===== src/rtl/mem_port_arbiter.sv =====
`default_nettype none
// ============================================================================
//  Module   : mem_port_arbiter
//  Purpose  : Round-robin arbiter sharing one single-port RAM between NREQ
//             requesters. Each access is sequenced IDLE -> ACCESS ->
//             (reads: WAIT x RD_LAT) -> DONE so that RAM read latency is
//             hidden behind a registered req/gnt/done handshake.
//  Revision : 1.0 - initial release
// ----------------------------------------------------------------------------
//  Ports
//    clk        in   1        system clock, all state on posedge
//    rst_n      in   1        asynchronous reset, active low
//    req        in   NREQ     request per requester
//    we         in   NREQ     1 = write, 0 = read
//    addr       in   NREQ*AW  requester i at [i*AW +: AW]
//    wdata      in   NREQ*DW  requester i at [i*DW +: DW]
//    lock       in   NREQ     keep ownership for the next transfer
//    gnt        out  NREQ     registered one-hot grant
//    done       out  NREQ     one-cycle completion pulse
//    rdata      out  DW       read data, valid from DONE, held until next read
//    mem_en     out  1        RAM enable
//    mem_we     out  1        RAM write strobe
//    mem_addr   out  AW       RAM address
//    mem_wdata  out  DW       RAM write data
//    mem_rdata  in   DW       RAM read data
// ----------------------------------------------------------------------------
//  Configuration macro
//    MEM_ARB_LOCK_EN : when defined, a requester holding req & lock keeps the
//                      RAM for up to LOCK_MAX back-to-back transfers.
// ============================================================================
module mem_port_arbiter #(
  parameter int NREQ     = 2,
  parameter int AW       = 4,
  parameter int DW       = 8,
  parameter int RD_LAT   = 1,
  parameter int LOCK_MAX = 4
) (
  input  logic               clk,
  input  logic               rst_n,
  input  logic [NREQ-1:0]    req,
  input  logic [NREQ-1:0]    we,
  input  logic [NREQ*AW-1:0] addr,
  input  logic [NREQ*DW-1:0] wdata,
  input  logic [NREQ-1:0]    lock,
  output logic [NREQ-1:0]    gnt,
  output logic [NREQ-1:0]    done,
  output logic [DW-1:0]      rdata,
  output logic               mem_en,
  output logic               mem_we,
  output logic [AW-1:0]      mem_addr,
  output logic [DW-1:0]      mem_wdata,
  input  logic [DW-1:0]      mem_rdata
);

  localparam int IDX_W = (NREQ > 2) ? 2 : 1;

  generate
    if (RD_LAT < 1 || RD_LAT > 3) begin : g_bad_rd_lat
      $error("mem_port_arbiter: RD_LAT must be in 1..3");
    end
    if (NREQ < 2 || NREQ > 4) begin : g_bad_nreq
      $error("mem_port_arbiter: NREQ must be in 2..4");
    end
  endgenerate

  typedef enum logic [1:0] {
    S_IDLE   = 2'd0,
    S_ACCESS = 2'd1,
    S_WAIT   = 2'd2,
    S_DONE   = 2'd3
  } state_t;

  state_t            state_q, state_d;
  logic [IDX_W-1:0]  rr_q, rr_d;
  logic [IDX_W-1:0]  idx_q, idx_d;
  logic [NREQ-1:0]   gnt_q, gnt_d;
  logic [1:0]        wait_cnt_q, wait_cnt_d;
  logic [DW-1:0]     rdata_q, rdata_d;

`ifdef MEM_ARB_LOCK_EN
  localparam int LCNT_W = $clog2(LOCK_MAX + 1);
  // Number of transfers performed under the current ownership (1 after the
  // initial grant from IDLE).
  logic [LCNT_W-1:0] lock_cnt_q, lock_cnt_d;
`else
  logic unused_lock;
  assign unused_lock = ^{lock, LOCK_MAX[0]};
`endif

  // --------------------------------------------------------------------------
  // Round-robin pick: first requesting index after rr_q, with wrap. The loop
  // runs from the farthest offset down so the nearest requester is assigned
  // last and therefore wins.
  // --------------------------------------------------------------------------
  logic             any_req;
  logic [IDX_W-1:0] winner;

  always_comb begin
    int cand;
    any_req = 1'b0;
    winner  = rr_q;
    cand    = 0;
    for (int k = NREQ; k >= 1; k--) begin
      cand = int'(rr_q) + k;
      if (cand >= NREQ) cand = cand - NREQ;
      if (req[cand]) begin
        any_req = 1'b1;
        winner  = IDX_W'(cand);
      end
    end
  end

  // --------------------------------------------------------------------------
  // Next-state logic
  // --------------------------------------------------------------------------
  always_comb begin
    state_d    = state_q;
    rr_d       = rr_q;
    idx_d      = idx_q;
    gnt_d      = gnt_q;
    wait_cnt_d = wait_cnt_q;
    rdata_d    = rdata_q;
`ifdef MEM_ARB_LOCK_EN
    lock_cnt_d = lock_cnt_q;
`endif
    case (state_q)
      S_IDLE: begin
        gnt_d = '0;
        if (any_req) begin
          gnt_d   = NREQ'(1) << winner;
          idx_d   = winner;
          rr_d    = winner;
          state_d = S_ACCESS;
`ifdef MEM_ARB_LOCK_EN
          lock_cnt_d = LCNT_W'(1);
`endif
        end
      end
      S_ACCESS: begin
        // A write is committed by the RAM on this cycle's edge.
        if (we[idx_q]) begin
          state_d = S_DONE;
        end else begin
          wait_cnt_d = 2'(RD_LAT);
          state_d    = S_WAIT;
        end
      end
      S_WAIT: begin
        if (wait_cnt_q == 2'd1) begin
          rdata_d = mem_rdata;
          state_d = S_DONE;
        end else begin
          wait_cnt_d = wait_cnt_q - 2'd1;
        end
      end
      S_DONE: begin
        state_d = S_IDLE;
        gnt_d   = '0;
`ifdef MEM_ARB_LOCK_EN
        lock_cnt_d = '0;
        // Chain straight into another access for the same owner; rr_q already
        // points at this owner, so the forced release re-arbitrates past it.
        if (req[idx_q] && lock[idx_q] && (lock_cnt_q < LCNT_W'(LOCK_MAX))) begin
          state_d    = S_ACCESS;
          gnt_d      = gnt_q;
          lock_cnt_d = lock_cnt_q + 1'b1;
        end
`endif
      end
      default: begin
        state_d = S_IDLE;
        gnt_d   = '0;
      end
    endcase
  end

  // --------------------------------------------------------------------------
  // State registers
  // --------------------------------------------------------------------------
  always_ff @(posedge clk or negedge rst_n) begin
    if (!rst_n) begin
      state_q    <= S_IDLE;
      rr_q       <= IDX_W'(NREQ - 1);
      idx_q      <= '0;
      gnt_q      <= '0;
      wait_cnt_q <= '0;
      rdata_q    <= '0;
    end else begin
      state_q    <= state_d;
      rr_q       <= rr_d;
      idx_q      <= idx_d;
      gnt_q      <= gnt_d;
      wait_cnt_q <= wait_cnt_d;
      rdata_q    <= rdata_d;
    end
  end

`ifdef MEM_ARB_LOCK_EN
  always_ff @(posedge clk or negedge rst_n) begin
    if (!rst_n) begin
      lock_cnt_q <= '0;
    end else begin
      lock_cnt_q <= lock_cnt_d;
    end
  end
`endif

  // --------------------------------------------------------------------------
  // Outputs: decoded from registered state so reset clears them at once.
  // --------------------------------------------------------------------------
  assign gnt       = gnt_q;
  assign done      = (state_q == S_DONE) ? gnt_q : '0;
  assign rdata     = rdata_q;
  assign mem_en    = (state_q == S_ACCESS);
  assign mem_we    = (state_q == S_ACCESS) && we[idx_q];
  assign mem_addr  = (gnt_q != '0) ? addr[int'(idx_q)*AW +: AW]  : '0;
  assign mem_wdata = (gnt_q != '0) ? wdata[int'(idx_q)*DW +: DW] : '0;

endmodule
`default_nettype wire

===== config.mk =====
export PLATFORM = sky130hd
export DESIGN_NAME = mem_port_arbiter
export DESIGN_NICKNAME = d
export VERILOG_FILES = /design/src/rtl/mem_port_arbiter.sv
export SDC_FILE = /design/constraint.sdc
export NUM_CORES = 1
export LEC_CHECK = 0
export ABC_AREA = 1
export CORE_ASPECT_RATIO = 1.25
export CORE_UTILIZATION = 31
export CTS_CLUSTER_DIAMETER = 60
export DETAILED_ROUTE_END_ITERATION = 8
export PLACE_DENSITY_LB_ADDON = 0.15
export SETUP_SLACK_MARGIN = 0.02
export SLEW_MARGIN = 15
export SYNTH_ARGS = -nofsm -noshare
export SYNTH_HDL_FRONTEND = slang
export SYNTH_SLANG_ARGS = --single-unit

===== constraint.sdc =====
create_clock -name clk -period 1.2 [get_ports clk]
set_input_delay 0.24 -clock clk [delete_from_list [all_inputs] [get_ports clk]]
set_output_delay 0.24 -clock clk [all_outputs]
set_load 0.005 [all_outputs]

==> flow_summary.yaml, run 1 <==
synthesis:
  syn_nets: 162
  syn_area_per_cell_um2: 8.22
  ys_ff_latch: 16
  syn_area_um2: 962
  yosysSeqAreaShare_pct: 41.7
  synth_flop_cell: "dfrtp_1"
  synth-edff-count: 0
  syn_inst: 117
  yosysWarnings: 0
  ys_async_sr_fraction_pct: 100
  synth.distinct_cells: 20
placed_design:
  hpwl_mm: 2.16
  gp_congestion: 0.809
  port_buffers: 63
clocking:
  clock_sinks: 16
  htree_num_levels: 1
  clockBufferDepth: 2
  cts_tree: "yes"
  clk_latency_ns: 0.30
  numCtsBuffers: 3
  clk_pin_slew_ns: 0.10
  hold_buffers: 0
  cts_root_buf: "clkbuf_4"
die:
  fp.coreArea_um2: 2950
  start_util_pct: 32.7
  die_area_um2: 3330
  io_pins: 66
  row_count: 22
  die_h_um: 64.3
  die_w_um: 51.8
setup_path:
  crit_chain: "buf_6 > buf_6 > buf_6 > nand2_2 > a21oi_2 > buf_2"
  crit_required_ns: 0.96
  cpMostUsedCell: "buf_6"
  cp_max_fo: 5
  startpoint_type: "flop"
  arrival_ns: 1.38
  crit_buf_inv: 4
  crit_type: "reg2out"
  critical_path.endpoint_type: "output port"
  cp_top_family: "flip-flops"
  cpMaxStageDelayCell: "dfrtp_2"
  critPathMaxStageDelay_ns: 0.49
outcome:
  status: "finished, violations left"
  violations: "negative setup slack"
layout:
  post-route-util_pct: 73.8
  multi_input_area_um2: 709
  mostFrequentLayoutCells: "clkdlybuf4s50_1 (37), nand2_1 (25), buf_6 (19), buf_4 (17), nand2_2 (15)"
  finalNetCount: 263
  ff_latch_area_um2: 404
  fill_cells: 213
  area_growth_pct: 126
  layout_commonest_cell: "clkdlybuf4s50_1"
  n_antenna_cell: 0
  drive_gt1_share_pct: 54.4
global_routing:
  grt_pass1_wl_mm: 5.14
  overflow: 0
  grt_pass1_vias: 1240
  grt_max_degree: 13
  antenna_found_initial: 0
  track_usage_pct: 20.6
detailed_routing:
  drt-initial-drc-count: 22
  vias_per_cell: 4.92
  wl_mm: 3.69
  wl_per_cell_um: 14.6
  dr.pass1.iters: 5
  vias: 1246
  drc: 0
  final_antenna_net_count: 0
power_and_ir_drop:
  clockPowerShare_pct: 6.9
  power.internal_w: 0.00332
  switchingPower_w: 0.00224
  p_sw_share_pct: 40.3
  combPwrFrac_pct: 74.3
  powerDensity_nw_per_um2: 2560
  seqPwrFrac_pct: 18.8
  leakage_nw: 1.01
  ir_drop_v: 0.00212
worst_hold_path:
  hold_path.class: "in2async"
timing:
  hold_violations: 0
  min_period_ns: 1.62
  worst_pin_slew_ns: 0.404
  final.setup_skew_ns: 0.000963
  rsz0062_at_grt: "true"
  max_freq_ghz: 0.617
  finalSetupViolCount: 34
  whs_ns: 0.177
  slew_violations: 0
  fin_crit_sh_pct: 135
  fin_ws_ns: -0.421
  relSlewSlack_pct: 73.0
job:
  maxCapViolCount: 0
==> Yosys cell counts, types with 2 or more instances <==
| cell | instances | area share (%) |
|---|---|---|
| a21oi_1 | 13 | 6.8 |
| buf_4 | 2 | 1.6 |
| dfrtp_1 | 15 | 39 |
| ha_1 | 5 | 6.5 |
| inv_1 | 11 | 4.3 |
| mux2_2 | 8 | 9.4 |
| nand2_1 | 40 | 16 |
| nand4_1 | 2 | 1.3 |
| nor2_1 | 5 | 2.0 |
| o21ai_0 | 6 | 3.1 |
==> worst register-to-register path, cell delays in order (launching register included) <==
cell     delay (ns)
dfrtp_2        0.46
buf_12         0.14
buf_8          0.12
inv_8          0.05
ha_4           0.19
nand2_8        0.09
mux2_4         0.31
==> per-stage QoR <==
step	TNS (ns)	setup WS, ns	area (µm²)	cells	total power, W
6_report	-8.68	-0.421	2170	253	0.00556
5_1_grt	-10.16	-0.454	2170	253	0.00587
4_1_cts	-8.08	-0.422	2040	249	0.00501
3_5_place_dp	-9.52	-0.566	1740	227	0.00370
3_3_place_gp	-8.50	-0.515	1740	227	0.00361
2_1_floorplan	-0.192	-0.0308	976	117	0.00231
==> layout make-up <==
class	count	share of cell area, %
Clock buffer	4	1.67
Inverter	12	2.76
Multi-Input combinational cell	87	32.6
Sequential cell	16	18.6
Tap cell	36	2.07
Timing Repair Buffer	97	42.0
Timing Repair inverter	1	0.288
==> cells by family after synthesis <==
kind of cell    count (synthesis)  synth area share, %
compound gates                 22                 12.1
fa+ha+maj                       5                 6.50
buf+inv                        15                 6.76
flops                          16                 41.7
mux                             8                 9.36
simple gates                   51                 23.5
==> what timing repair did <==
item,4_1_cts,5_1_grt
cloned,3,0
setup endpoints to repair,42,34
buffers inserted,16,5
pin swaps,26,12
gates resized for setup,149,28
==> path summary, 6_finish.rpt <==
kind	start	to	slack, ns	cells after the start
setup / recovery	idx_q$_DFFE_PN0P_	mem_wdata[7]	-0.42	6
hold / removal	rst_n	rdata[3]$_DFFE_PN0P_	0.18	1
setup reg to reg	state_q[0]$_DFFE_PN0P_	rdata[7]$_DFFE_PN0P_	-0.26	6
hold reg to reg	rdata[4]$_DFFE_PN0P_	rdata[4]$_DFFE_PN0P_	0.51	1
max in group asynchronous	rst_n	idx_q$_DFFE_PN0P_	0.64	2
min in group clk	rdata[4]$_DFFE_PN0P_	rdata[4]$_DFFE_PN0P_	0.51	1
==> power by group through the flow <==
| stage | combinational, W | sequential (W) | clock [W] |
|---|---|---|---|
| floorplan | 0.00130 | 0.00101 | 0 |
| global placement | 0.00264 | 0.000971 | 0 |
| detailed placement | 0.00271 | 0.000986 | 0 |
| CTS | 0.00359 | 0.00104 | 0.000375 |
| global route | 0.00439 | 0.00108 | 0.000404 |
| finish | 0.00413 | 0.00105 | 0.000381 |
==> flip-flops by register name, indices dropped and copies added, names as in the netlist <==
| name | count |
|---|---|
| rdata | 8 |
| gnt | 2 |
| state_q | 2 |
| wait_cnt_q | 2 |
| idx_q | 1 |
| rr_q | 1 |
==> routing by layer <==
| metal | vias up | global-route usage, % | part of all wire [%] |
|---|---|---|---|
| li1 | 586 | - | - |
| met1 | 579 | 19.9 | 40 |
| met2 | 69 | 39.9 | 52 |
| met3 | 12 | 4.52 | 7.0 |
| met4 | 0 | 7.77 | 1.3 |
| met5 | - | 0 | 0 |
(Power assumes the default switching activity.)
==> inputs of run 2 (changes only) <==
--- a/config.mk
+++ b/config.mk
@@ -6,13 +6,14 @@
 export NUM_CORES = 1
 export LEC_CHECK = 0
 export ABC_AREA = 1
+export CAP_MARGIN = 10
 export CORE_ASPECT_RATIO = 1.25
 export CORE_UTILIZATION = 31
 export CTS_CLUSTER_DIAMETER = 60
 export DETAILED_ROUTE_END_ITERATION = 8
 export PLACE_DENSITY_LB_ADDON = 0.15
 export SETUP_SLACK_MARGIN = 0.02
-export SLEW_MARGIN = 15
+export SLEW_MARGIN = 10
 export SYNTH_ARGS = -nofsm -noshare
 export SYNTH_HDL_FRONTEND = slang
 export SYNTH_SLANG_ARGS = --single-unit
==> results of run 2 <==
Final layout, timing and power as in run 1 (identical DEF).
